**config.mk**
```make
export PLATFORM = sky130hd
export DESIGN_NAME = alu_issue_sequencer
export DESIGN_NICKNAME = d
export VERILOG_FILES = /design/src/rtl/alu_issue_pkg.sv /design/src/rtl/alu_issue_fifo.sv /design/src/rtl/alu_issue_sequencer.sv
export SDC_FILE = /design/constraint.sdc
export NUM_CORES = 1
export LEC_CHECK = 0
export BUFFER_PORTS_ARGS = -buffer_cell sky130_fd_sc_hd__buf_4
export CAP_MARGIN = 20
export CORE_MARGIN = 4
export CORE_UTILIZATION = 58
export CTS_BUF_LIST = sky130_fd_sc_hd__clkbuf_4 sky130_fd_sc_hd__clkbuf_8 sky130_fd_sc_hd__clkbuf_16
export DETAILED_ROUTE_END_ITERATION = 7
export PLACE_DENSITY = 0.79
export SLEW_MARGIN = 20
export SYNTH_ARGS = -nofsm -noshare
export SYNTH_HDL_FRONTEND = slang
export SYNTH_HIERARCHICAL = 1
export SYNTH_SLANG_ARGS = --single-unit
```
**constraint.sdc**
```tcl
create_clock -name clk -period 5.22 [get_ports clk]
set_clock_uncertainty 0.2 [all_clocks]
set_input_delay 0.261 -clock clk [delete_from_list [all_inputs] [get_ports clk]]
set_output_delay 0.261 -clock clk [all_outputs]
set_load 0.02 [all_outputs]
```
**src/rtl/alu_issue_pkg.sv**
```systemverilog
// alu_issue_pkg: shared types and widths for the ALU issue sequencer.
//   state_t : sequencer FSM encoding (IDLE/SEL/WAIT/RETIRE)
//   entry_t : one buffered VALU instruction (wfid, pc, opcode, 3 sources, 2 dests)
//   ENTRY_W : packed width of entry_t, used as the FIFO data width
package alu_issue_pkg;

    localparam int WFID_W = 6;
    localparam int PC_W   = 32;
    localparam int OP_W   = 32;
    localparam int ADDR_W = 12;

    typedef enum logic [1:0] {
        IDLE   = 2'd0,
        SEL    = 2'd1,
        WAIT   = 2'd2,
        RETIRE = 2'd3
    } state_t;

    typedef struct packed {
        logic [WFID_W-1:0] wfid;
        logic [PC_W-1:0]   pc;
        logic [OP_W-1:0]   opcode;
        logic [ADDR_W-1:0] source1_addr;
        logic [ADDR_W-1:0] source2_addr;
        logic [ADDR_W-1:0] source3_addr;
        logic [ADDR_W-1:0] dest1_addr;
        logic [ADDR_W-1:0] dest2_addr;
    } entry_t;

    // Derived from the field list so the FIFO width always tracks entry_t.
    localparam int ENTRY_W = $bits(entry_t);

endpackage

```
**src/rtl/alu_issue_fifo.sv**
```systemverilog
// alu_issue_fifo: DEPTH x WIDTH register FIFO, synchronous active-high reset.
//   clk, rst        : clock / synchronous reset (empties the FIFO)
//   push, push_data : write request (ignored when full, even if popping)
//   pop             : read request (ignored when empty)
//   head            : entry at the read pointer (valid when !empty)
//   count           : occupancy 0..DEPTH
//   full, empty     : occupancy flags
module alu_issue_fifo
    import alu_issue_pkg::*;
#(
    parameter int DEPTH = 4,
    parameter int CNT_W = 3,
    parameter int WIDTH = ENTRY_W
) (
    input  logic             clk,
    input  logic             rst,
    input  logic             push,
    input  logic [WIDTH-1:0] push_data,
    input  logic             pop,
    output logic [WIDTH-1:0] head,
    output logic [CNT_W-1:0] count,
    output logic             full,
    output logic             empty
);

    localparam int PTR_W = $clog2(DEPTH);

    logic [WIDTH-1:0] mem [DEPTH];
    logic [PTR_W-1:0] wr_ptr;
    logic [PTR_W-1:0] rd_ptr;
    logic             do_push;
    logic             do_pop;

    assign full    = (count == CNT_W'(DEPTH));
    assign empty   = (count == '0);
    assign do_push = push && !full;
    assign do_pop  = pop && !empty;
    assign head    = mem[rd_ptr];

    // Storage needs no reset; the pointers and count define validity.
    always_ff @(posedge clk) begin
        if (do_push) begin
            mem[wr_ptr] <= push_data;
        end
    end

    // DEPTH is a power of two, so pointer overflow is the modulo wrap.
    always_ff @(posedge clk) begin
        if (rst) begin
            wr_ptr <= '0;
            rd_ptr <= '0;
            count  <= '0;
        end else begin
            if (do_push) begin
                wr_ptr <= wr_ptr + 1'b1;
            end
            if (do_pop) begin
                rd_ptr <= rd_ptr + 1'b1;
            end
            case ({do_push, do_pop})
                2'b10:   count <= count + 1'b1;
                2'b01:   count <= count - 1'b1;
                default: count <= count;
            endcase
        end
    end

endmodule

```
**src/rtl/alu_issue_sequencer.sv**
```systemverilog
// alu_issue_sequencer: buffers decoded VALU instructions and launches them one
// at a time into an ALU controller, then reports a retire event.
//
//   state  | meaning
//   IDLE   | waiting for a buffered instruction and in_alu_ready
//   SEL    | one-cycle out_alu_select launch pulse
//   WAIT   | operands held, waiting for in_instr_done
//   RETIRE | one-cycle out_retire_valid with held wfid/pc
//
// Ports: clk/rst (sync active-high); in_issue_valid/out_issue_ready + in_*
// instruction fields (issue side); in_alu_ready/in_instr_done and
// out_alu_select/out_opcode/out_*_addr (ALU side); out_retire_* (retire);
// out_fifo_count, out_busy, out_protocol_err, out_wdog_err (status).
// Build option: ALU_ISSUE_WATCHDOG_EN enables the WAIT-state watchdog;
// without it out_wdog_err is tied low.
module alu_issue_sequencer
    import alu_issue_pkg::*;
#(
    parameter int DEPTH       = 4,
    parameter int CNT_W       = 3,
    parameter int WDOG_CYCLES = 1024
) (
    input  logic              clk,
    input  logic              rst,
    input  logic              in_issue_valid,
    output logic              out_issue_ready,
    input  logic [WFID_W-1:0] in_wfid,
    input  logic [PC_W-1:0]   in_pc,
    input  logic [OP_W-1:0]   in_opcode,
    input  logic [ADDR_W-1:0] in_source1_addr,
    input  logic [ADDR_W-1:0] in_source2_addr,
    input  logic [ADDR_W-1:0] in_source3_addr,
    input  logic [ADDR_W-1:0] in_dest1_addr,
    input  logic [ADDR_W-1:0] in_dest2_addr,
    input  logic              in_alu_ready,
    input  logic              in_instr_done,
    output logic              out_alu_select,
    output logic [OP_W-1:0]   out_opcode,
    output logic [ADDR_W-1:0] out_source1_addr,
    output logic [ADDR_W-1:0] out_source2_addr,
    output logic [ADDR_W-1:0] out_source3_addr,
    output logic [ADDR_W-1:0] out_dest1_addr,
    output logic [ADDR_W-1:0] out_dest2_addr,
    output logic              out_retire_valid,
    output logic [WFID_W-1:0] out_retire_wfid,
    output logic [PC_W-1:0]   out_retire_pc,
    output logic [CNT_W-1:0]  out_fifo_count,
    output logic              out_busy,
    output logic              out_protocol_err,
    output logic              out_wdog_err
);

    // Elaboration-time guard on the configuration.
    if (DEPTH < 2 || (DEPTH & (DEPTH - 1)) != 0 || CNT_W != $clog2(DEPTH + 1)
        || WDOG_CYCLES < 1) begin : g_bad_params
        $error("alu_issue_sequencer: illegal DEPTH/CNT_W/WDOG_CYCLES");
    end

    state_t state;
    state_t state_next;
    entry_t push_entry;
    entry_t head_entry;
    entry_t hold;
    logic   pop;
    logic   fifo_full;
    logic   fifo_empty;

    assign push_entry = '{wfid:         in_wfid,
                          pc:           in_pc,
                          opcode:       in_opcode,
                          source1_addr: in_source1_addr,
                          source2_addr: in_source2_addr,
                          source3_addr: in_source3_addr,
                          dest1_addr:   in_dest1_addr,
                          dest2_addr:   in_dest2_addr};

    alu_issue_fifo #(
        .DEPTH (DEPTH),
        .CNT_W (CNT_W),
        .WIDTH (ENTRY_W)
    ) u_fifo (
        .clk       (clk),
        .rst       (rst),
        .push      (in_issue_valid),
        .push_data (push_entry),
        .pop       (pop),
        .head      (head_entry),
        .count     (out_fifo_count),
        .full      (fifo_full),
        .empty     (fifo_empty)
    );

    assign out_issue_ready = !fifo_full;

    always_ff @(posedge clk) begin
        if (rst) begin
            state <= IDLE;
        end else begin
            state <= state_next;
        end
    end

    always_comb begin
        state_next       = state;
        pop              = 1'b0;
        out_alu_select   = 1'b0;
        out_retire_valid = 1'b0;
        case (state)
            IDLE: begin
                if (!fifo_empty && in_alu_ready) begin
                    pop        = 1'b1;
                    state_next = SEL;
                end
            end
            SEL: begin
                out_alu_select = 1'b1;
                state_next     = WAIT;
            end
            WAIT: begin
                if (in_instr_done) begin
                    state_next = RETIRE;
                end
            end
            RETIRE: begin
                out_retire_valid = 1'b1;
                state_next       = IDLE;
            end
            default: state_next = IDLE;
        endcase
    end

    // Hold registers load only on the launch pop and persist after retire.
    always_ff @(posedge clk) begin
        if (rst) begin
            hold <= '0;
        end else if (pop) begin
            hold <= head_entry;
        end
    end

    assign out_opcode       = hold.opcode;
    assign out_source1_addr = hold.source1_addr;
    assign out_source2_addr = hold.source2_addr;
    assign out_source3_addr = hold.source3_addr;
    assign out_dest1_addr   = hold.dest1_addr;
    assign out_dest2_addr   = hold.dest2_addr;
    assign out_retire_wfid  = hold.wfid;
    assign out_retire_pc    = hold.pc;
    assign out_busy         = (state != IDLE);

    always_ff @(posedge clk) begin
        if (rst) begin
            out_protocol_err <= 1'b0;
        end else if (in_instr_done && state != WAIT) begin
            out_protocol_err <= 1'b1;
        end
    end

`ifdef ALU_ISSUE_WATCHDOG_EN
    localparam int WD_W = $clog2(WDOG_CYCLES + 1);

    logic [WD_W-1:0] wdog_cnt;

    // Counts WAIT cycles; the flag sets on the edge the count reaches the
    // limit, and the count saturates so it cannot wrap during a long stall.
    always_ff @(posedge clk) begin
        if (rst) begin
            wdog_cnt     <= '0;
            out_wdog_err <= 1'b0;
        end else if (state == SEL) begin
            wdog_cnt <= '0;
        end else if (state == WAIT) begin
            if (wdog_cnt != WD_W'(WDOG_CYCLES)) begin
                wdog_cnt <= wdog_cnt + 1'b1;
            end
            if (wdog_cnt == WD_W'(WDOG_CYCLES - 1)) begin
                out_wdog_err <= 1'b1;
            end
        end
    end
`else
    assign out_wdog_err = 1'b0;
`endif

endmodule

```
==> results.toml <==
[route]
highest_layer = "met5"
ant_nets = 0
routed-via-count = 13148
drc_errors = 0
wl_met3_um = 3337
met2RoutedLength_um = 26340
drt_iter0_markers = 1019
firstDrtPassIters = 7
wl_per_cell_um = 22.23
drt-met1-wl_um = 20690
vias_per_cell = 5.660
wirelength_um = 51650

[yosys]
yosys_most_used_dff = "edfxtp_1"
syn_area_sq_mm = 0.02406
seq_area_frac_synth_pct = 76.71
synth-compound-area-share_pct = 2.964
synth.net_count = 1465
synthArstFlopShare_pct = 0
syn_area_per_cell_sq_um = 18.23
synth_edf_count = 520
synth_xor_area_share_pct = 0.1092
synth_fa_ha_area_share_pct = 0.5512
synth_mux_area_share_pct = 12.25
yosys.cell_types.count = 30
synth_top_family_by_area = "multiplexers"
ys_ff_latch = 662
yosys.area_share.simple_pct = 4.628
synth_cells = 1320
yosys_warnings = 6

[global_route]
grt_max_degree = 131
gr-usage-all-layers_pct = 23.24
grt_pass1_vias = 14177
grt_pass1_wl_um = 79690
antenna_found_initial = 7
gr-total-overflow = 0

[clocking]
clk_pin_slew_ns = 0.06
cts_tree = "yes"
htree_levels = 2
post_cts_buffers = 0
cts.path.max_buffers = 3
clk_latency_ns = 0.60
clock-sinks = 662
clock-root-buffer = "clkbuf_16"
cts-buffers-inserted = 61

[worst_setup_path]
start_kind = "flip-flop"
worstPathArrival_ns = 3.99
critPathCaptureType = "flip-flop"
crit_path_max_fanout = 74
path_class = "flip-flop to flip-flop"
cp.required_ns = 5.53

[pwr]
leakagePower_nw = 10.26
power.density_mw_per_mm2 = 443.1
ir_drop_mv = 0.3298
totalPowerFinal_mw = 13.20

[sta]
drv_slew = 0
hold_violations = 0
fmax_mhz = 271.5
setup_slack_ns = 1.536
min_period_ns = 3.684
setup_viol = 0
tns_ns = 0
fin_crit_sh_pct = 70.57
tightest_slew_ns = 1.062
grt_setup_unrepaired = "false"
max-slew-margin-rel_pct = 29.20

[floorplanning]
dieArea_sq_mm = 0.04481
row_count = 74
core_area_sq_mm = 0.04092
start_util_pct = 58.79
die_y_um = 211.7
die_w_um = 211.7
io_pins = 274

[placement]
gp_congestion = 0.7598
portBuffers = 272
place_ws_ns = 1.605
hpwl_um = 27890

[cells_and_area]
final_nets = 1875
syn2layout_area_growth_pct = 23.80
drive_gt1_share_pct = 30.17

[run_status]
status = "completed"

[flow_run]
max_cap_viol_count = 0

[min_path]
hp-class = "input pin to flip-flop"
==> report_power, final <==
group	internal (mW)	switching, mW	total [mW]	leakage, nW
clock	2.65	1.83	4.47	1.05
combinational	0.971	1.33	2.30	3.28
sequential	6.18	0.252	6.43	5.93
==> cell usage in the layout, fill, tap and decap left out, drive strengths merged <==
master / instances
inv: 15
clkbuf: 92
mux4: 130
or3: 3
nor2b: 1
dfxtp: 142
nand2: 261
nor3: 1
dlygate4sd3: 133
ha: 9
clkinv: 17
o31ai: 1
edfxtp: 520
nand2b: 4
conb: 1
nand3b: 1
clkinvlp: 2
o22ai: 1
and2: 4
a221oi: 1
nor3b: 1
nor2: 7
mux2i: 2
a21oi: 135
o21ai: 3
buf: 288
bufinv: 4
fa: 1
xor2: 3
diode: 8
==> cell families after synthesis <==
group,count (synthesis)
xor+xnor,3
flops,662
other cells,1
mux,132
fa+ha+maj,10
simple gates,283
compound gates,141
buf+inv,88
==> worst max-delay path: stages, from the launching register on <==
cell and delay [ns]:
dfxtp_1 0.45, nor3_1 0.15, nand3b_4 0.65, inv_4 0.20, buf_4 0.59, buf_4 0.83, nand2_1 0.17, a21oi_1 0.20
==> final timing paths <==
| path | to | start | cells after the start | slack, ns |
|---|---|---|---|---|
| worst max-delay path | out_dest1_addr[0] | u_fifo/count[0] | 7 | 1.54 |
| worst min-delay path | out_protocol_err | rst | 2 | 0.04 |
| worst max register to register | out_dest1_addr[0] | u_fifo/count[0] | 7 | 1.54 |
| worst min register to register | out_source1_addr[5] | out_source1_addr[5] | 2 | 0.25 |
==> metrics by stage <==
stage | area [sq um] | utilization, % | instances | hold slack (ns)
after global placement | 26360 | 64.41 | 2066 | 0.2425
after floorplan | 24060 | - | 1320 | 0.1599
after CTS | 29770 | 72.74 | 2315 | 0.01160
after global routing | 29780 | 72.77 | 2321 | 0.05208
after detailed placement | 26360 | 64.41 | 2066 | 0.2478
final | 29790 | 72.79 | 2323 | 0.03838
==> synth_stat cells (all sizes together) (4+ instances only) <==
library cell | instances | area (sq um)
mux4 | 130 | 2928
ha | 9 | 112.6
nand2b | 4 | 25.02
and2 | 4 | 25.02
clkbuf | 13 | 48.80
inv | 14 | 52.55
nand2 | 261 | 979.7
dfxtp | 142 | 2843
nor2 | 7 | 26.28
buf | 61 | 564.3
a21oi | 135 | 675.7
edfxtp | 520 | 15610
==> state kept, by name (all words and copies together), names as in the netlist, named ones only <==
name	cells
u_fifo/mem	520
out_opcode	32
out_retire_pc	32
out_dest1_addr	12
out_dest2_addr	12
out_source1_addr	12
out_source2_addr	12
out_source3_addr	12
out_retire_wfid	6
u_fifo/count	3
state	2
u_fifo/rd_ptr	2
u_fifo/wr_ptr	2
out_protocol_err	1
==> layer usage <==
metal  vias to the layer above  track usage (%)
met4                         2            7.930
met1                      6712            31.12
met5                         -                0
met3                        89            4.209
li1                       5870                -
met2                       475            39.26
==> layout make-up <==
| cell class | count | area (sq um) |
|---|---|---|
| Sequential cell | 662 | 18470 |
| Fill cell | 2434 | 11140 |
| Multi-Input combinational cell | 570 | 4947 |
| Timing Repair Buffer | 421 | 3556 |
| Clock buffer | 92 | 1851 |
| Tap cell | 532 | 665.6 |
| Clock inverter | 24 | 227.7 |
| Inverter | 14 | 55.05 |
| Antenna cell | 8 | 20.02 |
==> what timing repair did <==
| item | 4_1_cts | 5_1_grt |
|---|---|---|
| resized for setup | 0 | 0 |
| endpoints found under the setup margin | 0 | 0 |
| hold endpoints to repair | 525 | 0 |
| hold buffers | 133 | 0 |
No activity file was read; power rests on OpenSTA's default activity.
